==> src/rtl/gray_sched_pkg.sv <==
// Shared constants for the Gray-counter scheduler: state encoding, default
// widths and the 3-bit Gray sequence the shared counter steps through.
package gray_sched_pkg;

   localparam int LEN_W_DEF  = 4;
   localparam int GRAY_W_DEF = 3;

   localparam logic [1:0] ST_IDLE   = 2'd0;
   localparam logic [1:0] ST_CLEAR  = 2'd1;
   localparam logic [1:0] ST_COUNT  = 2'd2;
   localparam logic [1:0] ST_FINISH = 2'd3;

   // Entry i sits at bits [3*i +: 3]: 000,001,011,010,110,111,101,100.
   localparam logic [23:0] GRAY_SEQ = {3'b100, 3'b101, 3'b111, 3'b110,
                                       3'b010, 3'b011, 3'b001, 3'b000};

   function automatic logic [1:0] onehot_of(input logic id);
      return id ? 2'b10 : 2'b01;
   endfunction

endpackage

==> src/rtl/gray_rr_arb.sv <==
// Two-way round-robin arbiter. Picks a winner combinationally and holds the
// owner from the update strobe until the next one.
module gray_rr_arb
   import gray_sched_pkg::*;
(
   input  logic       clk,
   input  logic       rst_n,
   input  logic [1:0] req_i,
   input  logic       ptr_i,
   input  logic       upd_i,
   output logic [1:0] gnt_o,
   output logic       id_o,
   output logic       win_id_o
);

   logic id_q;
   logic win;

   // NOTE: always_comb assigns every output on every path, so no latch can form.
   always_comb begin
      win = 1'b0;
      if (req_i == 2'b11) begin
         win = ptr_i;
      end else if (req_i[1]) begin
         win = 1'b1;
      end
   end

   // NOTE: clocked state uses non-blocking assignments so every flop samples
   // the pre-edge values of its inputs.
   always_ff @(posedge clk or negedge rst_n) begin
      if (!rst_n) begin
         id_q <= 1'b0;
      end else if (upd_i && (req_i != 2'b00)) begin
         id_q <= win;
      end
   end

   assign win_id_o = win;
   assign id_o     = id_q;
   assign gnt_o    = onehot_of(id_q);

endmodule

==> src/rtl/gray_sched.sv <==
// Shares one external Gray counter between two requesters: arbitrate, clear the
// counter, enable it for exactly Len cycles, then report the final code and wrap.
module gray_sched
   import gray_sched_pkg::*;
#(
   parameter int LEN_W  = LEN_W_DEF,
   parameter int GRAY_W = GRAY_W_DEF
) (
   input  logic              clk,
   input  logic              rst_n,
   input  logic              req0_i,
   input  logic [LEN_W-1:0]  len0_i,
   input  logic              req1_i,
   input  logic [LEN_W-1:0]  len1_i,
   output logic [1:0]        gnt_o,
   output logic              done_o,
   output logic              done_id_o,
   output logic [GRAY_W-1:0] result_o,
   output logic              wrapped_o,
   output logic              gray_en_o,
   output logic              gray_clr_o,
   input  logic [GRAY_W-1:0] gray_out_i,
   input  logic              gray_ovf_i
);

   logic [1:0]        state_q, state_d;
   logic [LEN_W-1:0]  rem_q, rem_d;
   logic              sticky_q, sticky_d;
   logic              ptr_q, ptr_d;
   logic              done_q, done_d;
   logic              done_id_q, done_id_d;
   logic [GRAY_W-1:0] result_q, result_d;
   logic              wrapped_q, wrapped_d;

   logic [1:0] req;
   logic [1:0] arb_gnt;
   logic       owner;
   logic       win_id;
   logic       arb_upd;

   assign req     = {req1_i, req0_i};
   assign arb_upd = (state_q == ST_IDLE);

   gray_rr_arb u_arb (
      .clk      (clk),
      .rst_n    (rst_n),
      .req_i    (req),
      .ptr_i    (ptr_q),
      .upd_i    (arb_upd),
      .gnt_o    (arb_gnt),
      .id_o     (owner),
      .win_id_o (win_id)
   );

   always_comb begin
      state_d   = state_q;
      rem_d     = rem_q;
      sticky_d  = sticky_q;
      ptr_d     = ptr_q;
      done_d    = 1'b0;
      done_id_d = done_id_q;
      result_d  = result_q;
      wrapped_d = wrapped_q;

      case (state_q)
         ST_IDLE: begin
            if (req != 2'b00) begin
               state_d  = ST_CLEAR;
               rem_d    = win_id ? len1_i : len0_i;
               sticky_d = 1'b0;
            end
         end
         ST_CLEAR: begin
            state_d = (rem_q != '0) ? ST_COUNT : ST_FINISH;
         end
         ST_COUNT: begin
            rem_d    = rem_q - LEN_W'(1);
            sticky_d = sticky_q | gray_ovf_i;
            if (rem_q == LEN_W'(1)) begin
               state_d = ST_FINISH;
            end
         end
         ST_FINISH: begin
            // An overflow landing on the final enabled cycle is only visible now.
            sticky_d  = sticky_q | gray_ovf_i;
            result_d  = gray_out_i;
            done_id_d = owner;
            wrapped_d = sticky_q | gray_ovf_i;
            done_d    = 1'b1;
            ptr_d     = ~owner;
            state_d   = ST_IDLE;
         end
         default: begin
            state_d = ST_IDLE;
         end
      endcase
   end

   always_ff @(posedge clk or negedge rst_n) begin
      if (!rst_n) begin
         state_q   <= ST_IDLE;
         rem_q     <= '0;
         sticky_q  <= 1'b0;
         ptr_q     <= 1'b0;
         done_q    <= 1'b0;
         done_id_q <= 1'b0;
         result_q  <= '0;
         wrapped_q <= 1'b0;
      end else begin
         state_q   <= state_d;
         rem_q     <= rem_d;
         sticky_q  <= sticky_d;
         ptr_q     <= ptr_d;
         done_q    <= done_d;
         done_id_q <= done_id_d;
         result_q  <= result_d;
         wrapped_q <= wrapped_d;
      end
   end

   assign gnt_o      = (state_q != ST_IDLE) ? arb_gnt : 2'b00;
   assign gray_en_o  = (state_q == ST_COUNT);
   assign gray_clr_o = (state_q == ST_CLEAR);
   assign done_o     = done_q;
   assign done_id_o  = done_id_q;
   assign result_o   = result_q;
   assign wrapped_o  = wrapped_q;

endmodule
==> config.mk <==
export PLATFORM = sky130hd
export DESIGN_NAME = gray_sched
export DESIGN_NICKNAME = d
export VERILOG_FILES = /design/src/rtl/gray_sched_pkg.sv /design/src/rtl/gray_rr_arb.sv /design/src/rtl/gray_sched.sv
export SDC_FILE = /design/constraint.sdc
export NUM_CORES = 1
export LEC_CHECK = 0
export ABC_AREA = 1
export CORE_MARGIN = 2
export CORE_UTILIZATION = 51
export CTS_BUF_LIST = sky130_fd_sc_hd__clkbuf_2
export CTS_CLUSTER_SIZE = 30
export DETAILED_ROUTE_END_ITERATION = 16
export PLACE_DENSITY_LB_ADDON = 0.3
export SYNTH_ARGS = -nofsm -noshare
export SYNTH_HDL_FRONTEND = slang
export SYNTH_SLANG_ARGS = --single-unit
==> constraint.sdc <==
create_clock -name clk -period 2.6 [get_ports clk]
set_input_delay 0.52 -clock clk [delete_from_list [all_inputs] [get_ports clk]]
set_output_delay 0.52 -clock clk [all_outputs]
set_load 0.01 [all_outputs]
==> flow_summary.yaml <==
detailed_routing:
  vias: 850
  viasPerCell: 5.41
  drc: 0
  ant_nets: 0
  firstDrtPassIters: 4
  wirelength_um: 1890
  dr.first_iter.drc_count: 15
  wire_per_inst_um: 12.0
clock_network:
  post_cts_buffers: 0
  cts_resized: 0
  cts_max_level: 1
  clock-sinks: 15
  clk_pin_slew_worst_paths_ps: 140
  cts_tree: "yes"
  clk-insertion-delay-late_ps: 280
  cts_made_buffers: 3
  cts_hold_buf: 0
  cts_root_buf: "clkbuf_2"
  cts_max_path_buffers: 2
final_layout:
  fin_nets: 165
  fin_area_sq_mm: 0.00115
  syn_to_final_growth_pct: 31.9
  diodes: 0
  layout-drive-gt1-share_pct: 9.22
power:
  total_power_mw: 1.33
  p_comb_share_pct: 58.9
  seqPwrFrac_pct: 32.6
  vdd_ir_drop_max_mv: 0.750
  p_leak_nw: 0.586
  powerDensity_mw_per_mm2: 1160
  sw_frac_of_total_pct: 44.4
  power_switching_mw: 0.592
  intPower_mw: 0.740
  p_clk_share_pct: 8.5
synth:
  async_flop_share_pct: 100
  synth_sequential_area_ratio_pct: 43.0
  syn_inst: 113
  syn_area_sq_um: 873
  synth_top_cell_by_area: "dfrtp_1"
  synth_seq_cells: 15
  synth.most_common_cell: "nand2_1"
  ys.flop_type: "dfrtp_1"
  synth_edf_count: 0
  yosysWarningCount: 0
  synthDistinctLibCells: 18
  synth_nets: 136
  netlist_top_cells_count: "nand2_1 (33), dfrtp_1 (15), nor2_1 (12)"
  synth_top_cells_by_area: "dfrtp_1 (43%), nand2_1 (14%), ha_1 (10%)"
  syn_avg_cell_area_sq_um: 7.73
  yosys.area.top_type_share_pct: 43.0
timing:
  hold_violations: 0
  fmax_mhz: 435
  period_share_pct: 88.3
  maxSlewViolCount: 0
  skew_ps: 6.11
  min_period_ps: 2300
  grt_setup_unrepaired: "no"
  slew_headroom_pct: 57.1
  setup-tns-final_ps: 0
  setup_viol: 0
  worst_pin_slew_ps: 642
die:
  die_w_um: 45.4
  die-area_sq_mm: 0.00206
  die_y_um: 45.4
  coreArea_sq_mm: 0.00156
  start_util_pct: 56.0
  row_count: 14
  ioPinCount: 26
placement:
  dp_hpwl_um: 1510
  placed_area_sq_mm: 0.00113
  io_buffers: 25
  finalWeightedCongestion: 0.901
setup_path:
  crit_path_end_kind: "primary output"
  crit_type: "reg2out"
  cp_max_fo: 7
  worstPathRequired_ps: 2080
  reg2reg_slack_ps: 1130
  arrival_ps: 1780
  start_kind: "register"
job:
  drv_cap: 0
worst_hold_path:
  min_path_type: "reg2reg"
grt:
  grt_first_pass_wirelength_um: 3170
  grt_antenna_before_repair: 0
  grt_overflow: 0
  grtUsageTotal_pct: 22.1
  grt_pass1_vias: 779
  grt_max_degree: 16
status:
  status: "complete, no violations"
-- path summary, 6_finish.rpt --
check,end,start,cells past startpoint
worst min-delay path,done_id_o,done_id_o,2
max in group asynchronous,rem_q[0],rst_n,1
worst max-delay path,gnt_o[0],state_q[0],4
worst min register to register,done_id_o,done_id_o,2
worst max register to register,rem_q[0],state_q[1],7
min in group asynchronous,done_o,rst_n,1
-- sequential cells by signal, summed over array words and instances (netlist names) --
signal      flops
done_o          1
ptr_q           1
u_arb.id_o      1
sticky_q        1
rem_q           4
result_o        3
wrapped_o       1
done_id_o       1
state_q         2
-- final cells by class --
class	instances	area, sq um
well taps	16	20.0
fillers	115	407
inverters	14	52.6
multi-input cells	83	434
clock buffers	4	20.0
repair buffers	25	250
flip-flops and latches	15	375
-- cells by family after synthesis --
logic type | synth area share [%]
simple gates | 30.2
compound gates | 9.46
buf+inv | 7.31
flops | 43.0
fa+ha+maj | 10.0
-- critical path: stages, from the launching register on --
cell and delay (ps):
dfrtp_1 430, inv_1 90, ha_1 300, nor2_1 130
clkdlybuf4s50_1 540
-- placed cells by master, fill, tap and decap left out, types with 2 or more instances in the layout --
master and n:
nand3_1 9, clkbuf_2 4, ha_1 7, inv_2 3
nor2_2 2, clkdlybuf4s50_1 25, inv_1 11, nor2_1 12
a21oi_1 5, nand2_2 2, dfrtp_1 15, nand2_1 33
nand3b_1 2, o21ai_0 6
-- power groups by stage --
| stage | sequential, mW | clock (mW) | combinational, mW |
|---|---|---|---|
| after floorplan | 0.445 | 0 | 0.468 |
| after global placement | 0.432 | 0 | 0.751 |
| after detailed placement | 0.439 | 0 | 0.782 |
| after CTS | 0.433 | 0.117 | 0.787 |
| after global routing | 0.452 | 0.128 | 0.880 |
| final | 0.434 | 0.113 | 0.785 |
-- stage by stage --
step / cells / util [%] / worst slack (ps) / hold WS (ps)
final: 157 / 73.9 / 303 / 495
after global placement: 153 / 72.6 / 679 / 453
after detailed placement: 153 / 72.6 / 642 / 472
after CTS: 157 / 73.9 / 302 / 505
after floorplan: 113 / - / 1150 / 224
after global routing: 157 / 73.9 / 166 / 525
-- routing by layer --
| layer | routed length (um) | vias up | share of wire, % | global-route usage [%] |
|---|---|---|---|---|
| met2 | 995 | 40 | 53 | 38.6 |
| met5 | 0 | - | 0 | 0 |
| li1 | - | 412 | - | - |
| met3 | 112 | 6 | 5.9 | 3.57 |
| met4 | 35 | 0 | 1.9 | 8.82 |
| met1 | 746 | 392 | 39 | 26.7 |
Note: power is estimated with default switching activity, not from simulation.
